## src/rtl/prog_lut_if.sv

```systemverilog
// Lookup/write/clear bus of the programmable 1-bit lookup table.
// The DUT attaches through the slave modport and the requester through master.
interface prog_lut_if #(
    parameter int unsigned WIDTH = 4,
    parameter int unsigned CNT_W = 8
);
    logic             valid_i;
    logic [WIDTH-1:0] x_i;
    logic             we_i;
    logic [WIDTH-1:0] waddr_i;
    logic             wdata_i;
    logic             clr_i;
    logic             valid_o;
    logic             y_o;
    logic [CNT_W-1:0] cnt_o;

    modport master (
        output valid_i, x_i, we_i, waddr_i, wdata_i, clr_i,
        input  valid_o, y_o, cnt_o
    );

    modport slave (
        input  valid_i, x_i, we_i, waddr_i, wdata_i, clr_i,
        output valid_o, y_o, cnt_o
    );
endinterface

```

## src/rtl/prog_lut.sv

```systemverilog
// Programmable 1-bit lookup table with a 1-cycle registered read and an optional hit counter.
// Define PROG_LUT_HIT_CNT_EN to build the saturating hit counter; otherwise cnt_o is tied to 0.
module prog_lut #(
    parameter int unsigned                 WIDTH = 4,
    parameter logic [(2**WIDTH)-1:0]       INIT  = 16'h0510,
    parameter int unsigned                 CNT_W = 8
) (
    input  logic        clk_i,
    input  logic        rst_ni,
    prog_lut_if.slave   bus
);
    localparam int unsigned DEPTH = 2**WIDTH;

    logic [DEPTH-1:0] table_q, table_d;
    logic             y_q, y_d;
    logic             valid_q, valid_d;
    logic             rd_bit_c;

    // Read uses the pre-write table, so a same-cycle write is seen one cycle later.
    always_comb begin
        rd_bit_c = table_q[bus.x_i];
        table_d  = table_q;
        y_d      = y_q;
        valid_d  = bus.valid_i;
        if (bus.we_i) begin
            table_d[bus.waddr_i] = bus.wdata_i;
        end
        if (bus.valid_i) begin
            y_d = rd_bit_c;
        end
    end

    always_ff @(posedge clk_i or negedge rst_ni) begin
        if (!rst_ni) begin
            table_q <= INIT;
            y_q     <= 1'b0;
            valid_q <= 1'b0;
        end else begin
            table_q <= table_d;
            y_q     <= y_d;
            valid_q <= valid_d;
        end
    end

    assign bus.valid_o = valid_q;
    assign bus.y_o     = y_q;

`ifdef PROG_LUT_HIT_CNT_EN
    localparam logic [CNT_W-1:0] CNT_MAX = {CNT_W{1'b1}};

    logic [CNT_W-1:0] cnt_q, cnt_d;

    // Clear takes priority over a same-cycle hit; the count sticks at all-ones.
    always_comb begin
        cnt_d = cnt_q;
        if (bus.clr_i) begin
            cnt_d = '0;
        end else if (bus.valid_i && rd_bit_c && (cnt_q != CNT_MAX)) begin
            cnt_d = cnt_q + CNT_W'(1);
        end
    end

    always_ff @(posedge clk_i or negedge rst_ni) begin
        if (!rst_ni) begin
            cnt_q <= '0;
        end else begin
            cnt_q <= cnt_d;
        end
    end

    assign bus.cnt_o = cnt_q;
`else
    logic unused_clr_c;

    assign unused_clr_c = bus.clr_i;
    assign bus.cnt_o    = '0;
`endif
endmodule

```

## src/flat_wrapper.sv

```systemverilog
// flat-port wrapper written by rule: the top's interface ports become plain ports
module prog_lut_flat 
#(
    parameter int unsigned                 WIDTH = 4,
    parameter logic [(2**WIDTH)-1:0]       INIT  = 16'h0510,
    parameter int unsigned                 CNT_W = 8
)
  (clk_i, rst_ni, bus_valid_i, bus_x_i, bus_we_i, bus_waddr_i, bus_wdata_i, bus_clr_i, bus_valid_o, bus_y_o, bus_cnt_o);
  prog_lut_if #(.WIDTH(WIDTH), .CNT_W(CNT_W)) bus_i ();
  input  logic clk_i;
  input  logic rst_ni;
  input wire logic [$bits(bus_i.valid_i)-1:0] bus_valid_i;
  input wire logic [$bits(bus_i.x_i)-1:0] bus_x_i;
  input wire logic [$bits(bus_i.we_i)-1:0] bus_we_i;
  input wire logic [$bits(bus_i.waddr_i)-1:0] bus_waddr_i;
  input wire logic [$bits(bus_i.wdata_i)-1:0] bus_wdata_i;
  input wire logic [$bits(bus_i.clr_i)-1:0] bus_clr_i;
  output wire logic [$bits(bus_i.valid_o)-1:0] bus_valid_o;
  output wire logic [$bits(bus_i.y_o)-1:0] bus_y_o;
  output wire logic [$bits(bus_i.cnt_o)-1:0] bus_cnt_o;
  assign bus_i.valid_i = bus_valid_i;
  assign bus_i.x_i = bus_x_i;
  assign bus_i.we_i = bus_we_i;
  assign bus_i.waddr_i = bus_waddr_i;
  assign bus_i.wdata_i = bus_wdata_i;
  assign bus_i.clr_i = bus_clr_i;
  assign bus_valid_o = bus_i.valid_o;
  assign bus_y_o = bus_i.y_o;
  assign bus_cnt_o = bus_i.cnt_o;
  prog_lut #(.WIDTH(WIDTH), .INIT(INIT), .CNT_W(CNT_W)) u_core (.clk_i(clk_i), .rst_ni(rst_ni), .bus(bus_i));
endmodule
```

## config.mk

```make
export PLATFORM = sky130hd
export DESIGN_NAME = prog_lut_flat
export DESIGN_NICKNAME = d
export VERILOG_FILES = /design/src/rtl/prog_lut_if.sv /design/src/rtl/prog_lut.sv /design/src/flat_wrapper.sv
export SDC_FILE = /design/constraint.sdc
export NUM_CORES = 1
export LEC_CHECK = 0
export CAP_MARGIN = 20
export CELL_PAD_IN_SITES_DETAIL_PLACEMENT = 1
export CELL_PAD_IN_SITES_GLOBAL_PLACEMENT = 2
export CORE_AREA = 2 2 73 47
export DETAILED_ROUTE_END_ITERATION = 8
export DIE_AREA = 0 0 75 49
export PLACE_DENSITY_LB_ADDON = 0.12
export SYNTH_ARGS = -nofsm -noshare
export SYNTH_HDL_FRONTEND = slang
export SYNTH_SLANG_ARGS = --single-unit
```

## constraint.sdc

```tcl
create_clock -name clk_i -period 4.67 [get_ports clk_i]
set_clock_uncertainty 0.15 [all_clocks]
set_input_delay 0.467 -clock clk_i [delete_from_list [all_inputs] [get_ports clk_i]]
set_output_delay 0.467 -clock clk_i [all_outputs]
set_load 0.005 [all_outputs]
```

==> results.ini <==
[floorplan]
core_sq_mm = 0.00306
rows = 16
io_pins = 24
die_h_microns = 49
start_util_pct = 31.7
dieArea_sq_mm = 0.00368
die_w_microns = 75

[setup_path]
r2r_start = u_core.table_q[5]
crit_path_start_kind = primary input
cp-endpoint = u_core.bus.y_o
ff2ff_path_depth = 4
path_class = in -> reg
path_max_fanout = 4
reg2reg_slack_ns = 3.00
worstSetupEndpointType = flip-flop
cp.arrival_ns = 2.18
critPathLaunch = bus_x_i[1]
cp.required_ns = 4.66
rr_endpoint = u_core.bus.y_o

[final_layout]
fin_nets = 110
fill_cells = 342
areaGrowthSynthToFinish_pct = 22.1
drive_gt1_share_pct = 25.3
final_util_pct = 38.6
num_antenna_cells = 0
regArea_sq_um = 454
multi_input_area_sq_um = 478

[synthesis]
synth.distinct_cells = 15
ys_warn_count = 0
netlist_area_sq_um = 970
yosysSeqAreaShare_pct = 46.8
synth-seq-cells = 18
synth_area_per_cell_sq_um = 12.3
postSynthCellCount = 79

[drt]
remaining_drc_errors = 0
wire_per_inst_microns = 15.5
viasPerCell = 4.39
dr_total_vias = 615
drt_pass1_iterations = 3
ant_nets = 0
drt-total-wl_microns = 2160
drtIter0Drc = 17

[sta]
rsz0062_at_grt = false
setup_viol = 0
slew_viol_final = 0
min_period_ns = 2.19
finalCritPeriodShare_pct = 46.8
tightest_slew_ns = 0.858
fin_ws_ns = 2.48
hold_viol = 0
fin_setup_tns_ns = 0
relSlewSlack_pct = 42.6
fmax_mhz = 458

[cts]
clock_sink_count = 18
cts_tree = yes
postCtsSetupRepairBufs = 0
clk_pin_slew_worst_paths_ns = 0.07
clkLatencyLatePin_ns = 0.25
cts_resized = 0
ctsHoldBuffers = 0
numCtsBuffers = 3
cts-root-buf = clkbuf_8
cts-htree-levels = 1
clk_path_buf_depth = 2

[pwr]
internal_power_uw = 332
p_per_area_mw_per_mm2 = 369
fin_total_pwr_uw = 437
p_comb_share_pct = 21.6
peakVddDrop_mv = 0.109
cellLeakagePower_uw = 0.000498
power_frac_seq_pct = 49.4
p_sw_share_pct = 23.9
p_sw_uw = 104
p_clk_share_pct = 29.0

[global_route]
grtUsageTotal_pct = 13.5
grt_overflow = 0
grt_pass1_wl_microns = 3590
grt_max_degree = 19
antenna_found_initial = 0
first_global_vias = 663

[flow_run]
drv_cap = 0

[min_path]
worstHoldPathType = reg -> reg

[status]
outcome = completed

[place]
dp_slack_ns = 2.21
place_hpwl_microns = 1600
place_congestion = 0.708
port_buffers = 14

-- power groups by stage --
stage	registers (uW)	clock network, uW	logic [uW]
after floorplan	209	0	66.0
after global placement	216	0	92.9
after detailed placement	218	0	95.0
after CTS	215	132	95.9
after global routing	222	140	105
final	216	127	94.3
-- cells by family (layout without fill, tap and decap cells) --
kind of cell / Yosys count / count (layout) / share of synthesized area (%)
and+or+nand+nor: 27 / 27 / 12.1
DFF: 18 / 18 / 46.8
muxes: 24 / 24 / 34.1
other: 1 / 8 / 0.387
buffers and inverters: 9 / 18 / 6.58
-- layout make-up --
| type | count | share of cell area, % |
|---|---|---|
| multi-input cells | 59 | 40.4 |
| clock buffers | 4 | 4.65 |
| repair buffers | 14 | 11.8 |
| well taps | 45 | 4.76 |
| flip-flops and latches | 18 | 38.4 |
-- worst min-delay path by stage --
stage	cells after the start	slack, ns	from	end
after CTS	1	0.36	u_core.table_q[6]	u_core.table_q[6]
after global routing	1	0.40	u_core.table_q[7]	u_core.table_q[7]
after floorplan	0	0.02	rst_ni	u_core.bus.valid_o
final	1	0.36	u_core.table_q[6]	u_core.table_q[6]
after detailed placement	1	0.34	u_core.bus.y_o	u_core.bus.y_o
after global placement	1	0.33	u_core.table_q[13]	u_core.table_q[13]
-- metal layers --
layer	share of wire, %	vias up	global-route usage, %
li1	-	291	-
met1	52	306	19.9
met2	43	16	20.0
met3	4.9	2	4.55
met4	0.18	0	0.893
met5	0	-	0
-- metrics by stage --
| stage | cells | area, sq um | hold slack, ns |
|---|---|---|---|
| 2_1_floorplan | 86 | 996 | 0.0214 |
| 3_3_place_gp | 136 | 1130 | 0.334 |
| 3_5_place_dp | 136 | 1130 | 0.342 |
| 4_1_cts | 140 | 1180 | 0.363 |
| 5_1_grt | 140 | 1180 | 0.396 |
| 6_report | 140 | 1180 | 0.362 |
-- sequential cells by signal, summed over array words and instances (netlist names) --
name / count
u_core.table_q: 16
u_core.bus.valid_o: 1
u_core.bus.y_o: 1
-- cell usage in the layout, fill, tap and decap left out, types with 2 or more instances in the layout --
cell type	instances
mux2_2	16
dfrtp_1	15
clkdlybuf4s50_1	14
nor2_1	13
conb_1	8
nand2_1	7
mux4_1	4
clkbuf_8	4
mux2i_1	3
dfstp_2	3
nand3_1	2
nor2b_1	2
nand2b_1	2
-- cell usage after synthesis (all sizes together) --
master	count	area (sq um)
nor2b	2	12.5
nand3	2	10.0
nand2	7	26.3
mux2	17	195
nand2b	2	12.5
clkbuf	1	3.75
nor3b	1	7.51
dfstp	3	78.8
mux2i	3	30.0
dfrtp	15	375
buf	8	60.1
conb	1	3.75
mux4	4	105
nor2	13	48.8
-- critical path: stages --
cell and delay (ns):
clkdlybuf4s50_1 0.61, mux4_1 0.60, mux2i_1 0.15, mux2i_1 0.09, mux2_4 0.26
Note: power is estimated with default switching activity, not from simulation.
